[src/rtl/imem_pkg.sv]
// Shared types, defaults and elaboration helpers for the synchronous instruction memory.
package imem_pkg;

  // Sequencer states: normal fetch/load operation or NOP sweep of the whole array.
  typedef enum logic [0:0] {
    RUN   = 1'b0,
    CLEAR = 1'b1
  } imem_state_t;

  // Source of the presented instruction word.
  typedef enum logic [1:0] {
    SEL_NOP = 2'd0,  // reset value or out-of-range fetch
    SEL_RAM = 2'd1,  // synchronous array read
    SEL_BYP = 2'd2   // write-first forward of a same-cycle load
  } imem_sel_t;

  // Default fill/fault instruction.
  localparam logic [15:0] NOP_DEFAULT = 16'h0000;

  // Ceiling log2, evaluated at elaboration time; clog2(1) returns 0.
  function automatic int clog2(input int value);
    int res;
    int v;
    res = 32'sd0;
    v   = value - 32'sd1;
    while (v > 32'sd0) begin
      res = res + 32'sd1;
      v   = v >>> 32'sd1;
    end
    return res;
  endfunction

endpackage

[src/rtl/imem_ram_dp.sv]
// DEPTH x DATA_W storage with one write port and one registered read port.
// Read-during-write to the same word returns the old contents; the top level
// forwards load data itself when write-first behaviour is needed.
module imem_ram_dp
  import imem_pkg::*;
#(
  parameter int DATA_W    = 16,
  parameter int DEPTH     = 256,
  parameter int IDX_W     = (clog2(DEPTH) < 32'sd1) ? 32'sd1 : clog2(DEPTH),
  parameter     INIT_FILE = "program.hex"
) (
  input  logic              clk,
  input  logic              we,
  input  logic [IDX_W-1:0]  waddr,
  input  logic [DATA_W-1:0] wdata,
  input  logic              re,
  input  logic [IDX_W-1:0]  raddr,
  output logic [DATA_W-1:0] rdata
);

  logic [DATA_W-1:0] mem_r [0:DEPTH-1];
  logic [DATA_W-1:0] rdata_r;

  // Write port: one word per cycle when enabled.
  always_ff @(posedge clk) begin
    if (we) begin
      mem_r[waddr] <= wdata;
    end
  end

  // Read port: word captured on enable and held until the next enabled read.
  always_ff @(posedge clk) begin
    if (re) begin
      rdata_r <= mem_r[raddr];
    end
  end

  assign rdata = rdata_r;

endmodule

[src/rtl/imem_sync.sv]
// Synchronous instruction memory: valid/ready fetch port with one-cycle latency,
// program-load write port with write-first forwarding, flush, range-fault
// reporting and a NOP clear sequencer that sweeps every word once.
module imem_sync
  import imem_pkg::*;
#(
  parameter int                DATA_W    = 16,
  parameter int                ADDR_W    = 16,
  parameter int                DEPTH     = 256,
  parameter                    INIT_FILE = "program.hex",
  parameter logic [DATA_W-1:0] NOP       = DATA_W'(NOP_DEFAULT)
) (
  input  logic              clk,
  input  logic              rst,
  input  logic              fetch_req,
  input  logic [ADDR_W-1:0] fetch_addr,
  output logic              fetch_ready,
  output logic              instr_valid,
  input  logic              instr_ready,
  output logic [DATA_W-1:0] instr,
  output logic [ADDR_W-1:0] instr_addr,
  output logic              instr_fault,
  input  logic              flush,
  input  logic              load_we,
  input  logic [ADDR_W-1:0] load_addr,
  input  logic [DATA_W-1:0] load_data,
  input  logic              clear_req,
  output logic              clear_busy
);

  // Word index width; a single-word memory still gets a 1-bit index.
  localparam int IDX_W = (clog2(DEPTH) < 32'sd1) ? 32'sd1 : clog2(DEPTH);
  localparam int AW1   = ADDR_W + 32'sd1;
  // DEPTH widened by one bit so DEPTH == 2**ADDR_W is still representable.
  localparam logic [ADDR_W:0]  DEPTH_EXT = AW1'(DEPTH);
  localparam logic [IDX_W-1:0] LAST_IDX  = IDX_W'(DEPTH - 32'sd1);
  localparam logic [IDX_W-1:0] IDX_ZERO  = {IDX_W{1'b0}};
  localparam logic [IDX_W-1:0] IDX_ONE   = IDX_W'(32'd1);

  // Sequencer state
  imem_state_t       state_r;
  logic [IDX_W-1:0]  cnt_r;
  logic              clear_busy_r;

  // Response registers
  logic              instr_valid_r;
  logic [ADDR_W-1:0] instr_addr_r;
  logic              instr_fault_r;
  imem_sel_t         sel_r;
  logic [DATA_W-1:0] byp_data_r;

  // Combinational control
  logic              fetch_in_range_s;
  logic              load_in_range_s;
  logic              fetch_ready_s;
  logic              accept_s;
  logic              load_hit_s;
  logic              ram_re_s;
  logic              ram_we_s;
  logic [IDX_W-1:0]  ram_waddr_s;
  logic [DATA_W-1:0] ram_wdata_s;
  logic [DATA_W-1:0] ram_rdata_s;
  logic [DATA_W-1:0] instr_s;

  // Range checks, fetch handshake and same-address load detection.
  always_comb begin
    fetch_in_range_s = ({1'b0, fetch_addr} < DEPTH_EXT);
    load_in_range_s  = ({1'b0, load_addr} < DEPTH_EXT);
    if ((state_r == RUN) && !flush && (!instr_valid_r || instr_ready)) begin
      fetch_ready_s = 1'b1;
    end else begin
      fetch_ready_s = 1'b0;
    end
    accept_s   = fetch_req & fetch_ready_s;
    // Out-of-range fetches never touch the array.
    ram_re_s   = accept_s & fetch_in_range_s;
    // Forward load data when the load and the accepted fetch name the same valid word.
    load_hit_s = load_we & load_in_range_s & fetch_in_range_s & (load_addr == fetch_addr);
  end

  // Write-port mux: the sweep owns the port in CLEAR, the loader owns it in RUN.
  always_comb begin
    ram_we_s    = 1'b0;
    ram_waddr_s = IDX_ZERO;
    ram_wdata_s = NOP;
    case (state_r)
      CLEAR: begin
        ram_we_s    = 1'b1;
        ram_waddr_s = cnt_r;
        ram_wdata_s = NOP;
      end
      RUN: begin
        // Out-of-range loads are silently dropped.
        ram_we_s    = load_we & load_in_range_s;
        ram_waddr_s = load_addr[IDX_W-1:0];
        ram_wdata_s = load_data;
      end
      default: begin
        ram_we_s    = 1'b0;
        ram_waddr_s = IDX_ZERO;
        ram_wdata_s = NOP;
      end
    endcase
  end

  // Clear sequencer: one NOP write per cycle, exactly DEPTH cycles, no restart.
  always_ff @(posedge clk or posedge rst) begin
    if (rst) begin
      state_r      <= RUN;
      cnt_r        <= IDX_ZERO;
      clear_busy_r <= 1'b0;
    end else begin
      case (state_r)
        RUN: begin
          if (clear_req) begin
            state_r      <= CLEAR;
            cnt_r        <= IDX_ZERO;
            clear_busy_r <= 1'b1;
          end
        end
        CLEAR: begin
          if (cnt_r == LAST_IDX) begin
            state_r      <= RUN;
            cnt_r        <= IDX_ZERO;
            clear_busy_r <= 1'b0;
          end else begin
            cnt_r <= cnt_r + IDX_ONE;
          end
        end
        default: begin
          state_r      <= RUN;
          cnt_r        <= IDX_ZERO;
          clear_busy_r <= 1'b0;
        end
      endcase
    end
  end

  // Response tracking: valid, address, fault flag and data source of the presented word.
  always_ff @(posedge clk or posedge rst) begin
    if (rst) begin
      instr_valid_r <= 1'b0;
      instr_addr_r  <= {ADDR_W{1'b0}};
      instr_fault_r <= 1'b0;
      sel_r         <= SEL_NOP;
      byp_data_r    <= NOP;
    end else begin
      // Flush and the start of a sweep both drop whatever is presented.
      if (flush) begin
        instr_valid_r <= 1'b0;
      end else if ((state_r == RUN) && clear_req) begin
        instr_valid_r <= 1'b0;
      end else if (accept_s) begin
        instr_valid_r <= 1'b1;
      end else if (instr_ready) begin
        instr_valid_r <= 1'b0;
      end else begin
        instr_valid_r <= instr_valid_r;
      end
      // Accept only happens when nothing is held, so a stalled response stays stable.
      if (accept_s) begin
        instr_addr_r  <= fetch_addr;
        instr_fault_r <= ~fetch_in_range_s;
        if (!fetch_in_range_s) begin
          sel_r <= SEL_NOP;
        end else if (load_hit_s) begin
          sel_r      <= SEL_BYP;
          byp_data_r <= load_data;
        end else begin
          sel_r <= SEL_RAM;
        end
      end
    end
  end

  // Instruction word selection from the registered source.
  always_comb begin
    case (sel_r)
      SEL_RAM: instr_s = ram_rdata_s;
      SEL_BYP: instr_s = byp_data_r;
      SEL_NOP: instr_s = NOP;
      default: instr_s = NOP;
    endcase
  end

  imem_ram_dp #(
    .DATA_W    (DATA_W),
    .DEPTH     (DEPTH),
    .IDX_W     (IDX_W),
    .INIT_FILE (INIT_FILE)
  ) u_ram (
    .clk   (clk),
    .we    (ram_we_s),
    .waddr (ram_waddr_s),
    .wdata (ram_wdata_s),
    .re    (ram_re_s),
    .raddr (fetch_addr[IDX_W-1:0]),
    .rdata (ram_rdata_s)
  );

  assign fetch_ready = fetch_ready_s;
  assign instr_valid = instr_valid_r;
  assign instr       = instr_s;
  assign instr_addr  = instr_addr_r;
  assign instr_fault = instr_fault_r;
  assign clear_busy  = clear_busy_r;

endmodule
[config.mk]
export PLATFORM = sky130hd
export DESIGN_NAME = imem_sync
export DESIGN_NICKNAME = d
export VERILOG_FILES = /design/src/rtl/imem_pkg.sv /design/src/rtl/imem_ram_dp.sv /design/src/rtl/imem_sync.sv
export SDC_FILE = /design/constraint.sdc
export NUM_CORES = 2
export LEC_CHECK = 0
export BUFFER_PORTS_ARGS = -buffer_cell sky130_fd_sc_hd__buf_2
export CAP_MARGIN = 20
export CORE_UTILIZATION = 50
export CTS_CLUSTER_DIAMETER = 120
export DETAILED_ROUTE_END_ITERATION = 6
export HOLD_SLACK_MARGIN = 0.03
export PLACE_DENSITY = 0.69
export SLEW_MARGIN = 0
export SYNTH_ARGS = -nofsm -noshare
export SYNTH_HDL_FRONTEND = slang
export SYNTH_SLANG_ARGS = --single-unit
[constraint.sdc]
create_clock -name clk -period 25.1 [get_ports clk]
set_input_delay 5.02 -clock clk [delete_from_list [all_inputs] [get_ports clk]]
set_output_delay 5.02 -clock clk [all_outputs]
set_load 0.01 [all_outputs]
======== After elaboration in Yosys (flattened, before gate mapping) ========
Memories as Yosys holds them, arrays and structs flattened. A register that Yosys moved wholly into a read port is not among the register bits.
Index checks and enable logic that the tools add are counted.
storage, ports and cells
  register bits ........................... 46
  RAM bits ................................ 4096
  bits of input ports ..................... 55
  word-level logic and storage cells ...... 56
  memories ................................ 1
cells by class
  add/subtract/negate cells ............... 1
  $lt $le $gt $ge ......................... 2
  equality and inequality tests ........... 6
  muxes and demuxes ....................... 22
  bitwise logic cells ..................... 7
  reduce and logical (&&, ||, !) cells .... 9
memory list
  memory       words  width  rd ports  clocked after memory_dff  write ports  line               text
  u_ram.mem_r  256    16     1         1                         1            imem_ram_dp.sv:21  logic [DATA_W-1:0] mem_r [0:DEPTH-1];
operators with widths
  cell                   number
  $pmux W16 S2           2
  $lt A16 B9 Y1 const B  2
  $pmux W8 S2            2
  $eq A16 B16 Y1         1
  $mux W8                2
  $mux W1                11
  $add A8 B1 Y8 const B  1
  $eq A8 B8 Y1 const B   1
  $pmux W1 S2            3
  $and A1 B1 Y1          5
  $mux W2                2
  $reduce_bool A4 Y1     1
  $logic_and A1 B1 Y1    3
  $reduce_and A3 Y1      1
  $eq A2 B1 Y1 const B   1
  $eq A2 B2 Y1 const B   1
  $logic_not A1 Y1       2
  $ne A2 B1 Y1 const B   1
  $ne A2 B2 Y1 const B   1
  $not A1 Y1             2
  $reduce_and A2 Y1      1
  $logic_or A1 B1 Y1     1

======== Logic depth before layout (Yosys ltp) ========
  depth after elaboration ................. 8
  mapped depth ............................ 13
  depth with buffers taken out ............ 7

======== By module ========
From an unflattened synthesis, not the netlist that was laid out.
second synthesis, totals
  cells, all modules ...................... 7592
  area total of the unflattened synthesis .. 161418.6 µm²
by module, submodules not included
  module       instances  cells each  area an instance (µm²)
  imem_ram_dp  1          7360        158874.9
  imem_sync    1          232         2543.7

======== Least setup slack after synthesis ========
OpenSTA, ideal clock, no wires.
  path kind ............................... input-to-reg
  start point ............................. input port load_data[14]
  end point ............................... memory u_ram.mem_r[0][14], data pin
  library setup time ...................... 1.446 ns
  arrival time ............................ 11.165 ns
  data required time ...................... 23.654 ns
  path slack .............................. 12.489 ns
  stages on the path ...................... 1
  cell sequence ........................... nor2b_1
on the way
  word-level cells in the longest chain between the ends .. 1
ends and longest elaborated chain
  element       line               text
  from (decl)   imem_sync.sv:26    input logic [DATA_W-1:0] load_data,
  $pmux W16 S2  imem_sync.sv:86    case (state_r)
  to (decl)     imem_ram_dp.sv:21
Every way passes these cells.

======== Worst setup path after layout ========
  start point ............................. input port fetch_addr[0]
  end point ............................... register u_ram.rdata_r[0] (netlist: u_ram.rdata[0]), read port of u_ram.mem_r, data pin
on the way
  word-level cells in the longest chain between the ends .. 2
ends and longest elaborated chain
  element        line               text
  from (decl)    imem_sync.sv:16    input logic [ADDR_W-1:0] fetch_addr,
  $lt A16 B9 Y1  imem_sync.sv:67    fetch_in_range_s = ({1'b0, fetch_addr} < DEPTH_EXT);
  $and A1 B1 Y1  imem_sync.sv:76    ram_re_s = accept_s & fetch_in_range_s;
  to (decl)      imem_ram_dp.sv:22  logic [DATA_W-1:0] rdata_r;
Parallel ways exist; a longest one is shown, timed or not.
A chain may end at the register's enable or synchronous reset.

==> impl_metrics.ini <==
[detailed_routing]
detail_route.wl_per_cell_um = 34.2
ant_nets = 0
drtPass1Iterations = 6
vias_per_cell = 6.50
first_iter_violations = 13000
wl_um = 430000
drc_errors = 0
vias = 81900

[cts]
cts_tree = done
cts_sinks = 4158
post-cts-setup-buffer-count = 0
cts_hold_buf = 0
clk_latency_ns = 0.95
cts-root-buf = clkbuf_16
cts-htree-levels = 5
cts_made_buffers = 400
cts_resized = 0
path_clk_slew_ns = 0.06
cts_max_path_buffers = 4

[timing]
slew-limit-headroom_pct = 7.05
skew_ns = 0.0708
max_freq_ghz = 0.0894
hold_violations = 0
worst_slack_ns = 13.91
holdWs_ns = 0.487
maxSlewViolCount = 0
worst_pin_slew_ns = 1.39
tns_ns = 0
setup_viol = 0
rsz0062_at_grt = no
fin_crit_ns = 11.19
fin_crit_sh_pct = 44.6

[power]
ir_drop_v = 0.0000538
leakagePower_nw = 58.4
power_density_nw_per_um2 = 80.6

[yosys]
synth-edff-count = 4112
ys_seq_area_share_pct = 77.5
avgSynthCellArea_um2 = 21.5
yosys_most_used_dff = edfxtp_1
synth_cell_type_count = 65
async_flop_share_pct = 1.11
synth_nets = 7552
ys.warnings.count = 0
synth_area_um2 = 161000
ys_ff_latch = 4158
syn_inst = 7494

[floorplanning]
die_h_um = 569
num_rows = 207
boundaryPins = 91
start_util_pct = 50.4
fp.dieW_um = 569
die_area_um2 = 324000
core_area_um2 = 319000

[worst_setup_path]
end_kind = register
crit_arrival_ns = 11.93
required_ns = 25.85
worstSetupStartpoint = fetch_addr[0]
endpoint = u_ram.rdata[0]
rrSetupSlack_ns = 20.37
r2r_end = u_ram.mem_r[153][10]
reg2reg_depth = 6
r2r-start = state_r
cp-start-kind = input port
path_max_fanout = 79
path_class = input port to register

[grt]
grt_overflow_total = 0
grt_pass1_vias = 79600
grt_max_degree = 201
antenna_found_initial = 19
grt_pass1_wl_um = 604000
grtUsageTotal_pct = 26.3

[cells_and_area]
nNetsFinal = 8033
fin_cells = 12600
final_common_cell = edfxtp_1
fillCellCount = 22800
layout_common_cells = 4112 x edfxtp_1, 803 x mux4_2, 494 x mux2i_1, 418 x buf_4, 401 x clkbuf_16
area_growth_syn_to_layout_pct = 12.2
drive_gt1_share_pct = 24.0

[placement]
pre_cts_ws_ns = 12.97
routabilityCongestion = 0.951
dp.cells = 11800
io_buffers = 90
dp_hpwl_um = 254000

[run]
maxCapViolations = 0

[status]
outcome = completed

[worst_hold_path]
hp-class = register to register
metrics by stage:
| stage | utilization [%] | total power, mW | area (um2) |
|---|---|---|---|
| 4_1_cts | 56.5 | 14.6 | 180000 |
| 2_1_floorplan | - | 8.35 | 161000 |
| 6_report | 56.6 | 14.5 | 180000 |
| 3_5_place_dp | 52.5 | 8.76 | 167000 |
| 3_3_place_gp | 52.5 | 8.74 | 167000 |
| 5_1_grt | 56.6 | 14.9 | 180000 |
kinds of logic (layout without fill, tap and decap cells):
group / after synthesis / after routing / share of synthesized area [%]
AOI/OAI and AO/OA: 882 / 882 / 3.98
muxes: 1337 / 1337 / 14.7
buffers and inverters: 474 / 1284 / 1.85
and+or+nand+nor: 622 / 622 / 1.82
xor gates and xnor gates: 18 / 18 / 0.0981
other: 0 / 5 / 0
DFF: 4158 / 4158 / 77.5
adders and majority gates: 3 / 3 / 0.0233
per-layer routing:
metal / share of wire, % / track usage (%) / wire length (um)
met3: 12 / 7.16 / 52700
met1: 38 / 37.1 / 163000
met2: 45 / 38.9 / 194000
met4: 4.9 / 11.2 / 21200
met5: 0.029 / 0.0149 / 125
worst max-delay path, cell delays in order:
cell and delay (ns):
buf_12 0.50, buf_4 0.82, buf_4 0.74, buf_4 0.69, buf_4 0.82, buf_4 0.90, mux4_2 0.36, nand2b_1 0.11
o32ai_1 0.10, nor4_1 0.97, nand4_1 0.34, nor4_1 0.29
layout make-up:
cell class              count  area [um2]  area share (%)
well taps                4284        5360            2.97
diodes                      5        12.5         0.00694
inverters                  17        68.8          0.0381
clock inverters           256        2410            1.34
repair buffers            536        4140            2.29
clock buffers             475       10300            5.72
flip-flops and latches   4158      125000            69.1
multi-input cells        2862       33500            18.6
worst min-delay path by stage:
| stage | to | slack (ns) | startpoint | depth (start not counted) |
|---|---|---|---|---|
| after global routing | instr_addr[6] | 0.52 | instr_addr[6] | 1 |
| after global placement | instr_addr[3] | 0.48 | instr_addr[3] | 2 |
| final | instr_addr[3] | 0.49 | instr_addr[3] | 2 |
| after CTS | instr_addr[3] | 0.50 | instr_addr[3] | 2 |
| after detailed placement | instr_addr[3] | 0.48 | instr_addr[3] | 2 |
| after floorplan | sel_r[1] | 0.48 | sel_r[1] | 1 |
synth_stat cells, drive strengths merged (30+ instances only):
library cell	instances	share of area, %
clkbuf	221	0.52
edfxtp	4112	77
mux2	30	0.23
o221ai	202	1.1
buf	236	1.3
o21ai	36	0.11
dfrtp	46	0.72
nand2	89	0.21
nor2	295	0.70
a22oi	191	0.89
a211oi	49	0.23
o211ai	30	0.14
a21oi	135	0.42
o22ai	124	0.48
nand2b	30	0.12
a22o	32	0.17
nor2b	41	0.16
mux2i	494	3.1
mux4	813	11
nor4	36	0.15
nor3	51	0.16
sequential cells by signal, summed over array words and instances (netlist names), 2 cells and up:
name         flops
cnt_r            8
u_ram.rdata     16
byp_data_r      16
sel_r            2
u_ram.mem_r   4096
instr_addr      16
power breakdown:
part           internal [mW]  leakage (nW)  total [mW]  switching, mW
Combinational          0.293          13.5       0.936          0.644
Clock                   3.35          6.22        5.91           2.56
Sequential              7.66          38.7        7.70         0.0352
Total                   11.3          58.4        14.5           3.24
(Power assumes the default switching activity.)
